--- src/rtl/xctcmsg_tag_mailbox.sv ---
// xctcmsg_tag_mailbox
// Receive mailbox that buffers incoming bus messages and serves receive
// requests filtered by source and/or tag (each with a wildcard). The oldest
// matching message is returned, either consumed (entry freed) or peeked
// (entry kept). Message age is tracked with an age matrix:
// age_r[i][j] = 1 means entry i is older than entry j.
//
// Ports:
//   clk, rst_n          clock, asynchronous active-low reset
//   flush               drops the outstanding request (WAIT/RESP -> IDLE)
//   in_*                incoming message handshake and fields
//   req_*               receive request: filters, peek mode, destination rd
//   rsp_*               response handshake, matched entry fields, echoed rd
//   occupancy_o         number of valid entries
module xctcmsg_tag_mailbox #(
    parameter int SIZE   = 4,
    parameter int ADDR_W = 32,
    parameter int TAG_W  = 32,
    parameter int DATA_W = 64
) (
    input  logic                       clk,
    input  logic                       rst_n,
    input  logic                       flush,
    input  logic                       in_valid_i,
    output logic                       in_ready_o,
    input  logic [ADDR_W-1:0]          in_src_i,
    input  logic [TAG_W-1:0]           in_tag_i,
    input  logic [DATA_W-1:0]          in_msg_i,
    input  logic                       req_valid_i,
    output logic                       req_ready_o,
    input  logic [ADDR_W-1:0]          req_src_i,
    input  logic                       req_src_any_i,
    input  logic [TAG_W-1:0]           req_tag_i,
    input  logic                       req_tag_any_i,
    input  logic                       req_peek_i,
    input  logic [4:0]                 req_rd_i,
    output logic                       rsp_valid_o,
    input  logic                       rsp_ready_i,
    output logic [ADDR_W-1:0]          rsp_src_o,
    output logic [TAG_W-1:0]           rsp_tag_o,
    output logic [DATA_W-1:0]          rsp_msg_o,
    output logic [4:0]                 rsp_rd_o,
    output logic [$clog2(SIZE+1)-1:0]  occupancy_o
);

    localparam int IDX_W = $clog2(SIZE);
    localparam int OCC_W = $clog2(SIZE+1);

    typedef enum logic [1:0] {
        ST_IDLE = 2'd0,
        ST_WAIT = 2'd1,
        ST_RESP = 2'd2
    } state_t;

    state_t               state_r, state_next_s;

    logic [SIZE-1:0]      valid_r;
    logic [ADDR_W-1:0]    src_r [SIZE];
    logic [TAG_W-1:0]     tag_r [SIZE];
    logic [DATA_W-1:0]    msg_r [SIZE];
    logic [SIZE-1:0]      age_r [SIZE];
    logic [OCC_W-1:0]     occ_r, occ_next_s;

    logic [ADDR_W-1:0]    q_src_r;
    logic                 q_src_any_r;
    logic [TAG_W-1:0]     q_tag_r;
    logic                 q_tag_any_r;
    logic                 q_peek_r;
    logic [4:0]           q_rd_r;
    logic [IDX_W-1:0]     lock_r;

    logic                 in_ready_r, req_ready_r, rsp_valid_r;
    logic [ADDR_W-1:0]    rsp_src_r;
    logic [TAG_W-1:0]     rsp_tag_r;
    logic [DATA_W-1:0]    rsp_msg_r;
    logic [4:0]           rsp_rd_r;

    logic                 ins_en_s, free_en_s, capture_s, lock_en_s;
    logic [IDX_W-1:0]     ins_idx_s, hit_idx_s;
    logic                 ins_found_s, hit_s;
    logic [SIZE-1:0]      match_s, older_s;

    assign ins_en_s = in_valid_i && in_ready_r;

    // Lowest-index free slot; an entry being freed this cycle is still valid_r,
    // so it is never chosen (no same-cycle reuse).
    always_comb begin
        ins_idx_s   = {IDX_W{1'b0}};
        ins_found_s = 1'b0;
        for (int i = 0; i < SIZE; i++) begin
            if (!valid_r[i] && !ins_found_s) begin
                ins_idx_s   = IDX_W'(i);
                ins_found_s = 1'b1;
            end else begin
                ins_found_s = ins_found_s;
            end
        end
    end

    // Filter every entry against the registered request.
    always_comb begin
        match_s = {SIZE{1'b0}};
        for (int i = 0; i < SIZE; i++) begin
            match_s[i] = valid_r[i]
                       && (q_src_any_r || (src_r[i] == q_src_r))
                       && (q_tag_any_r || (tag_r[i] == q_tag_r));
        end
    end

    // older_s[i]: some other matching entry is older than entry i.
    always_comb begin
        older_s = {SIZE{1'b0}};
        for (int i = 0; i < SIZE; i++) begin
            for (int j = 0; j < SIZE; j++) begin
                older_s[i] = older_s[i] | (match_s[j] & age_r[j][i]);
            end
        end
    end

    // Oldest match: the matching entry with no older matching entry.
    always_comb begin
        hit_s     = 1'b0;
        hit_idx_s = {IDX_W{1'b0}};
        for (int i = 0; i < SIZE; i++) begin
            if (match_s[i] && !older_s[i] && !hit_s) begin
                hit_s     = 1'b1;
                hit_idx_s = IDX_W'(i);
            end else begin
                hit_s     = hit_s;
            end
        end
    end

    // Next-state logic and control strobes; flush always wins over progress.
    always_comb begin
        state_next_s = state_r;
        capture_s    = 1'b0;
        lock_en_s    = 1'b0;
        free_en_s    = 1'b0;
        case (state_r)
            ST_IDLE: begin
                if (req_valid_i && !flush) begin
                    state_next_s = ST_WAIT;
                    capture_s    = 1'b1;
                end else begin
                    state_next_s = ST_IDLE;
                end
            end
            ST_WAIT: begin
                if (flush) begin
                    state_next_s = ST_IDLE;
                end else if (hit_s) begin
                    state_next_s = ST_RESP;
                    lock_en_s    = 1'b1;
                end else begin
                    state_next_s = ST_WAIT;
                end
            end
            ST_RESP: begin
                if (flush) begin
                    state_next_s = ST_IDLE;
                end else if (rsp_ready_i) begin
                    state_next_s = ST_IDLE;
                    free_en_s    = !q_peek_r;
                end else begin
                    state_next_s = ST_RESP;
                end
            end
            default: begin
                state_next_s = ST_IDLE;
            end
        endcase
    end

    // Occupancy after this cycle's insert and/or free.
    always_comb begin
        case ({ins_en_s, free_en_s})
            2'b10:   occ_next_s = occ_r + OCC_W'(1);
            2'b01:   occ_next_s = occ_r - OCC_W'(1);
            default: occ_next_s = occ_r;
        endcase
    end

    // FSM state, occupancy and registered handshake outputs.
    always_ff @(posedge clk or negedge rst_n) begin
        if (!rst_n) begin
            state_r     <= ST_IDLE;
            occ_r       <= {OCC_W{1'b0}};
            in_ready_r  <= 1'b1;
            req_ready_r <= 1'b1;
            rsp_valid_r <= 1'b0;
        end else begin
            state_r     <= state_next_s;
            occ_r       <= occ_next_s;
            in_ready_r  <= (occ_next_s < OCC_W'(SIZE));
            req_ready_r <= (state_next_s == ST_IDLE);
            rsp_valid_r <= (state_next_s == ST_RESP);
        end
    end

    // Request capture and response data; response fields stay stable in RESP.
    always_ff @(posedge clk or negedge rst_n) begin
        if (!rst_n) begin
            q_src_r     <= {ADDR_W{1'b0}};
            q_src_any_r <= 1'b0;
            q_tag_r     <= {TAG_W{1'b0}};
            q_tag_any_r <= 1'b0;
            q_peek_r    <= 1'b0;
            q_rd_r      <= 5'd0;
            lock_r      <= {IDX_W{1'b0}};
            rsp_src_r   <= {ADDR_W{1'b0}};
            rsp_tag_r   <= {TAG_W{1'b0}};
            rsp_msg_r   <= {DATA_W{1'b0}};
            rsp_rd_r    <= 5'd0;
        end else begin
            if (capture_s) begin
                q_src_r     <= req_src_i;
                q_src_any_r <= req_src_any_i;
                q_tag_r     <= req_tag_i;
                q_tag_any_r <= req_tag_any_i;
                q_peek_r    <= req_peek_i;
                q_rd_r      <= req_rd_i;
            end
            if (lock_en_s) begin
                lock_r    <= hit_idx_s;
                rsp_src_r <= src_r[hit_idx_s];
                rsp_tag_r <= tag_r[hit_idx_s];
                rsp_msg_r <= msg_r[hit_idx_s];
                rsp_rd_r  <= q_rd_r;
            end
        end
    end

    // Entry storage: write on insert, invalidate on consume.
    always_ff @(posedge clk or negedge rst_n) begin
        if (!rst_n) begin
            valid_r <= {SIZE{1'b0}};
            for (int i = 0; i < SIZE; i++) begin
                src_r[i] <= {ADDR_W{1'b0}};
                tag_r[i] <= {TAG_W{1'b0}};
                msg_r[i] <= {DATA_W{1'b0}};
            end
        end else begin
            if (free_en_s) begin
                valid_r[lock_r] <= 1'b0;
            end
            if (ins_en_s) begin
                valid_r[ins_idx_s] <= 1'b1;
                src_r[ins_idx_s]   <= in_src_i;
                tag_r[ins_idx_s]   <= in_tag_i;
                msg_r[ins_idx_s]   <= in_msg_i;
            end
        end
    end

    // Age matrix: a new entry is younger than every valid entry; a freed
    // entry's row and column are cleared.
    always_ff @(posedge clk or negedge rst_n) begin
        if (!rst_n) begin
            for (int k = 0; k < SIZE; k++) begin
                age_r[k] <= {SIZE{1'b0}};
            end
        end else begin
            for (int k = 0; k < SIZE; k++) begin
                for (int j = 0; j < SIZE; j++) begin
                    if (free_en_s && ((IDX_W'(k) == lock_r) || (IDX_W'(j) == lock_r))) begin
                        age_r[k][j] <= 1'b0;
                    end else if (ins_en_s && (IDX_W'(j) == ins_idx_s)) begin
                        age_r[k][j] <= valid_r[k];
                    end else if (ins_en_s && (IDX_W'(k) == ins_idx_s)) begin
                        age_r[k][j] <= 1'b0;
                    end
                end
            end
        end
    end

    assign in_ready_o  = in_ready_r;
    assign req_ready_o = req_ready_r;
    assign rsp_valid_o = rsp_valid_r;
    assign rsp_src_o   = rsp_src_r;
    assign rsp_tag_o   = rsp_tag_r;
    assign rsp_msg_o   = rsp_msg_r;
    assign rsp_rd_o    = rsp_rd_r;
    assign occupancy_o = occ_r;

endmodule

--- config.mk ---
export PLATFORM = sky130hd
export DESIGN_NAME = xctcmsg_tag_mailbox
export DESIGN_NICKNAME = d
export VERILOG_FILES = /design/src/rtl/xctcmsg_tag_mailbox.sv
export SDC_FILE = /design/constraint.sdc
export NUM_CORES = 2
export LEC_CHECK = 0
export ABC_AREA = 1
export CAP_MARGIN = 20
export CORE_MARGIN = 1
export CORE_UTILIZATION = 58
export DETAILED_ROUTE_END_ITERATION = 7
export PLACE_DENSITY = 0.83
export SLEW_MARGIN = 20
export SYNTH_ARGS = -nofsm -noshare
export SYNTH_HDL_FRONTEND = slang
export SYNTH_SLANG_ARGS = --single-unit
export TNS_END_PERCENT = 100
--- constraint.sdc ---
create_clock -name clk -period 2.9 [get_ports clk]
set_clock_uncertainty 0.15 [all_clocks]
set_input_delay 0.435 -clock clk [delete_from_list [all_inputs] [get_ports clk]]
set_output_delay 0.435 -clock clk [all_outputs]
set_load 0.02 [all_outputs]
### Word-level counts from Yosys, hierarchy flattened

Cells that the tools add are included.
Widths: inputs -> output; s select.

| word-level totals | value |
|---|---|
| bits in registers | 747 |
| latch bits | 0 |
| memory bits (writable) | 0 |
| bits in read-only memories | 0 |
| output and inout port bits | 139 |
| memories | 0 |

| operators by class | value |
|---|---|
| $add $sub $neg | 2 |
| multiply operators | 0 |
| divide/modulo/power cells | 0 |
| $lt $le $gt $ge | 8 |
| equality and inequality tests | 19 |
| shift operators | 0 |
| muxes and demuxes | 86 |
| bitwise gates (word level) | 33 |
| reductions and logical operators | 79 |

Operators with widths:

| kind | number |
|---|---|
| $bwmux 128 | 2 |
| $bwmux 256 | 1 |
| $eq 32x32->1 | 8 |
| $mux 64 | 3 |
| $mux 32 | 5 |
| $bmux 32 s2 | 2 |
| $bmux 64 s2 | 1 |
| $demux 64 s2 | 1 |
| $demux 32 s2 | 1 |
| $mux 1 | 56 |
| $logic_and 1x1->1 | 37 |
| $reduce_bool 3->1 | 6 |
| $and 1x1->1 | 16 |
| $mux 2 | 8 |
| $logic_not 1->1 | 14 |
| $logic_or 1x1->1 | 14 |
| $or 1x1->1 | 12 |
| $eq 2x2->1 const A | 4 |
| $logic_not 2->1 | 4 |
| $mux 4 | 2 |
| $reduce_bool 2->1 | 4 |
| $eq 2x2->1 const B | 3 |
| $ge 3x3->1 const B | 2 |
| $lt 2x3->1 const B | 2 |
| 14 further kinds | 19 |

### Logic depth before layout (Yosys ltp)

| depth | value |
|---|---|
| word-level depth | 24 |
| mapped depth | 23 |
| depth with buffers taken out | 21 |

### Least setup slack after synthesis

OpenSTA, ideal clock, no wires.

| timing path | value |
|---|---|
| kind | register -> register |
| start point | register q_tag_r[13] |
| end point | register rsp_msg_r[49], in the netlist rsp_msg_o[49] |
| setup time | 0.117 ns |
| data arrival time | 2.208 ns |
| required time | 2.633 ns |
| path slack | 0.425 ns |
| stages on the path, launching flop included | 20 |
| buffers on the path | 3 |
| cell sequence | dfrtp_1 buf_2 xnor2_1 nand2_1 nor2_1 nand2_1 nor2_1 nand2_1 nand2_1 nand3_1 nor2_1 nand4_2 nand2_1 inv_2 a21oi_4 inv_2 buf_2 buf_2 nand2_1 nand2_1 |

| between the ends | value |
|---|---|
| word-level cells in the longest chain between the ends | 23 |

RTL lines:

| element | line | source |
|---|---|---|
| start: declaration | 66 | `logic [TAG_W-1:0] q_tag_r;` |
| start signal: assignment | 206 | `q_tag_r <= {TAG_W{1'b0}};` |
| start signal: assignment | 219 | `q_tag_r <= req_tag_i;` |
| $eq 32x32->1 | 106 | `&& (q_tag_any_r \|\| (tag_r[i] == q_tag_r));` |
| $logic_or 1x1->1 | 106 |  |
| $logic_and 1x1->1 | 106 |  |
| $and 1x1->1 | 115 | `older_s[i] = older_s[i] \| (match_s[j] & age_r[j][i]);` |
| $or 1x1->1 (3 in series) | 115 |  |
| $logic_not 1->1 | 125 | `if (match_s[i] && !older_s[i] && !hit_s) begin` |
| $logic_and 1x1->1 | 125 |  |
| $mux 1 | 125 |  |
| [4 not listed] | -- |  |
| $logic_and 1x1->1 | 125 |  |
| $mux 1 | 125 |  |
| $logic_not 1->1 | 125 |  |
| $logic_and 1x1->1 | 125 |  |
| $mux 2 | 125 |  |
| $not 2->3 (not written as such) | 228 | `rsp_msg_r <= msg_r[hit_idx_s];` |
| $bmux 64 s2 | 228 |  |
| $mux 64 (not written as such) (2 in series) | 228 |  |
| end signal: assignment | 213 | `rsp_msg_r <= {DATA_W{1'b0}};` |
| end signal: assignment | 228 |  |
| end: declaration | 75 | `logic [DATA_W-1:0] rsp_msg_r;` |

Several ways; a longest one is shown, not always the timed one. The select of a mux whose other input is x is not followed.
A chain may end at the register's enable or synchronous reset.

### Worst setup path in the final report

| timing path | value |
|---|---|
| start point | register q_tag_r[6] |
| end point | register rsp_tag_r[7], in the netlist rsp_tag_o[7] |

| between the ends | value |
|---|---|
| word-level cells in the longest chain between the ends | 23 |

RTL lines:

| element | line | source |
|---|---|---|
| $eq 32x32->1 | 106 |  |
| $logic_or 1x1->1 | 106 |  |
| $logic_and 1x1->1 | 106 |  |
| $and 1x1->1 | 115 |  |
| $or 1x1->1 (3 in series) | 115 |  |
| $logic_not 1->1 | 125 |  |
| $logic_and 1x1->1 | 125 |  |
| $mux 1 | 125 |  |
| [4 not listed] | -- |  |
| $logic_and 1x1->1 | 125 |  |
| $mux 1 | 125 |  |
| $logic_not 1->1 | 125 |  |
| $logic_and 1x1->1 | 125 |  |
| $mux 2 | 125 |  |
| $not 2->3 (not written as such) | 227 | `rsp_tag_r <= tag_r[hit_idx_s];` |
| $bmux 32 s2 | 227 |  |
| $mux 32 (not written as such) (2 in series) | 227 |  |
| end signal: assignment | 212 | `rsp_tag_r <= {TAG_W{1'b0}};` |
| end signal: assignment | 227 |  |
| end: declaration | 74 | `logic [TAG_W-1:0] rsp_tag_r;` |

Several ways; a longest one is shown, not always the timed one. The select of a mux whose other input is x is not followed.

==> reports/summary.txt <==
Multi-input combinational cell area: 16300 sq um
# setup viols final: 139
Drt total wl: 124000 um
Final instance area: 48700 sq um
Die Y-Extent: 254 um
Max layer used: met5
Total number of vias: 35.4k
Synth Register Bits: 747
Later-pin clock latency in the skew report: 0.63 ns
Largest fanout on the critical path: 7
ANT nets after route: 0
Max-Cap Viols: 0
Cells after DPL: 5812
Largest net degree at the start of global routing: 123
Die width: 254 um
Tcrit/Tclk final: 1.15
CP Class: flip-flop to flip-flop
CTS Sinks: 747
Slew headroom: 0.525
Status: finished with violations
Met2 wire len: 58200 um
GRT overflow: 0
Startpoint Class: flip-flop
Most frequent cells in the layout: nand2_1 (1324), dfrtp_1 (696), inv_1 (551)
TritonCTS Buffers: 79
Ys Warns: 0
Synthesized instance count: 4725
Setup TNS: -48.17 ns
Arr. time, crit path: 3.74 ns
I/O Buffers: 344
Register area: 18800 sq um
Initial antenna violation count: 8
Area growth syn-to-layout: 32.2%
Commonest non-fill, non-tap cell in the layout: nand2_1
Cell Count, Final, Fillers Out: 6044
Fillers: 3873
Core area: 63000 sq um
Crit path time final: 3.33 ns
Final Power: 74.7 mW
Crit end category: flip-flop
RSZ-0062 raised after global routing: true
I/O pin total: 345
DPL Wire Length: 69700 um
RD Place Congestion: 0.913
CTS tree: yes
FMAX: 0.300 GHz
Synthesized Nets: 4937
Detailed-route vias per instance: 5.85
Share of layout cells above drive strength 1: 0.171
Max-slew violations: 0
DRC: 1
Cell Pwr Density: 1530 nW/um^2
CTS Buffer Depth: 3
Worst-path clk slew: 0.07 ns
DR WL/cell: 20.6 um
Met1 Wirelength: 45400 um
Sequential cell area fraction in the yosys report: 0.507
Syn avg cell area: 7.80 sq um
Worst VDD drop: 1150 uV
Metal3 WL: 13000 um
Number of distinct library cells after synthesis: 29
Initial core utilization: 0.585
Slew @ Worst Pin: 0.712 ns
Syn Std Cell Area: 36900 sq um
Total track usage: 0.355
FP Rows: 92
Nets: 5340
Utilization after layout: 0.774
Failing checks: DRC, setup timing
P_leak: 23.4 nW
Number of global-route vias before repair: 34.2k
Dpl cell area: 42600 sq um
Worst Path Required: 3.31 ns
Root Buffer: clkbuf_16
DR iter-0 viols: 4560
H-tree Lvls: 3
1st-pass router iterations: 8
Final WS setup: -0.429 ns
Final Hold Violating Endpoints: 0
Worst hold path type: input port to asynchronous set/reset pin
Die area: 64600 sq um
First-pass GRT wire length: 180000 um
state kept, by name, indices dropped and copies added (netlist names), 16 cells and up:
name	count
msg_r	256
rsp_msg_o	64
age_r	16
rsp_tag_o	32
q_tag_r	32
src_r	128
rsp_src_o	32
q_src_r	32
tag_r	128
critical path, stage by stage, from the launching register on:
cell and delay (ns):
dfrtp_2 0.46, buf_4 0.15, xnor2_1 0.21, nand2_1 0.11
nor2_1 0.17, nand2_2 0.14, nor2_1 0.11, nand2_1 0.07
nand2_2 0.12, nand4_1 0.13, nand4_1 0.18, buf_4 0.15
nand2_4 0.05, buf_6 0.12, nor2_4 0.12, buf_6 0.14
clkbuf_16 0.21, buf_8 0.16, nand3_1 0.08, nand2_1 0.08
nand2_1 0.06, nand2_1 0.07
Yosys cell counts, drive strengths merged:
cell type / instances / area (sq um)
nand2: 1458 / 5480
dfrtp: 745 / 18600
inv: 564 / 2120
nand3: 522 / 2610
o21ai: 399 / 2000
nor2: 248 / 931
xnor2: 220 / 1930
buf: 159 / 788
clkbuf: 158 / 593
a21oi: 153 / 781
mux2: 54 / 608
nand4: 21 / 138
ha: 5 / 62.6
nor3: 5 / 25.0
o22ai: 4 / 25.0
and3: 2 / 12.5
dfstp: 2 / 52.6
o32ai: 2 / 17.5
fa: 1 / 20.0
o2111ai: 1 / 8.76
o31ai: 1 / 7.51
xor2: 1 / 8.76
power by group:
| group | switching [mW] | internal (mW) | total [mW] | leakage [nW] |
|---|---|---|---|---|
| clock network | 4.36 | 6.19 | 10.6 | 1.34 |
| logic | 25.1 | 19.6 | 44.7 | 13.4 |
| registers | 3.86 | 15.6 | 19.4 | 8.65 |
per-stage QoR:
step | hold WS, ns | setup slack (ns)
floorplan | -0.0106 | 0.425
global placement | 0.185 | -0.261
detailed placement | 0.191 | -0.298
CTS | 0.118 | -0.142
global route | 0.142 | -0.522
finish | 0.133 | -0.429
final cells by class:
type	count	area share
clock buffer	120	0.0502
tap	846	0.0217
inverter	564	0.0436
antenna	4	0.000205
timing repair buffer	639	0.158
sequential	747	0.385
multi-input combinational	3097	0.336
clock inverter	27	0.00529
per-layer routing:
layer  up-vias  global-route usage
met2      2399               0.575
met3       589              0.0692
met5         -                   0
met1     16900               0.452
met4        10               0.186
li1      15500                   -
repair_timing:
item                                   in CTS  in global routing
hold buffers                                1                  0
cloned                                     17                 20
pin swaps                                  71                162
setup endpoints to repair                 138                139
endpoints found under the hold margin     126                  0
gates resized for setup                   233                299
buffers inserted                           32                 13
cells by family (layout without fill, tap and decap cells):
family	Yosys count	after routing	synth area share
AOI/OAI and AO/OA	560	560	0.0770
buffers and inverters	881	1350	0.0949
and+or+nand+nor	2256	2256	0.250
DFF	747	747	0.507
adders and majority gates	6	6	0.00224
xor gates and xnor gates	221	221	0.0525
other	0	4	0
muxes	54	54	0.0165
path summary, 6_finish.rpt:
kind / startpoint / endpoint / slack [ns] / depth (start not counted)
setup / recovery: q_tag_r[6]$_DFFE_PN0P_ / rsp_tag_o[7]$_DFFE_PN0P_ / -0.43 / 21
max in group asynchronous: rst_n / q_tag_r[24]$_DFFE_PN0P_ / 1.38 / 3
min in group clk: req_src_i[13] / q_src_r[13]$_DFFE_PN0P_ / 0.26 / 3
setup reg to reg: q_tag_r[6]$_DFFE_PN0P_ / rsp_tag_o[7]$_DFFE_PN0P_ / -0.43 / 21
hold / removal: rst_n / msg_r[70]$_DFFE_PN0P_ / 0.13 / 2
hold reg to reg: rsp_tag_o[15]$_DFFE_PN0P_ / rsp_tag_o[15]$_DFFE_PN0P_ / 0.32 / 2
Power figures use the tool's default switching activity.
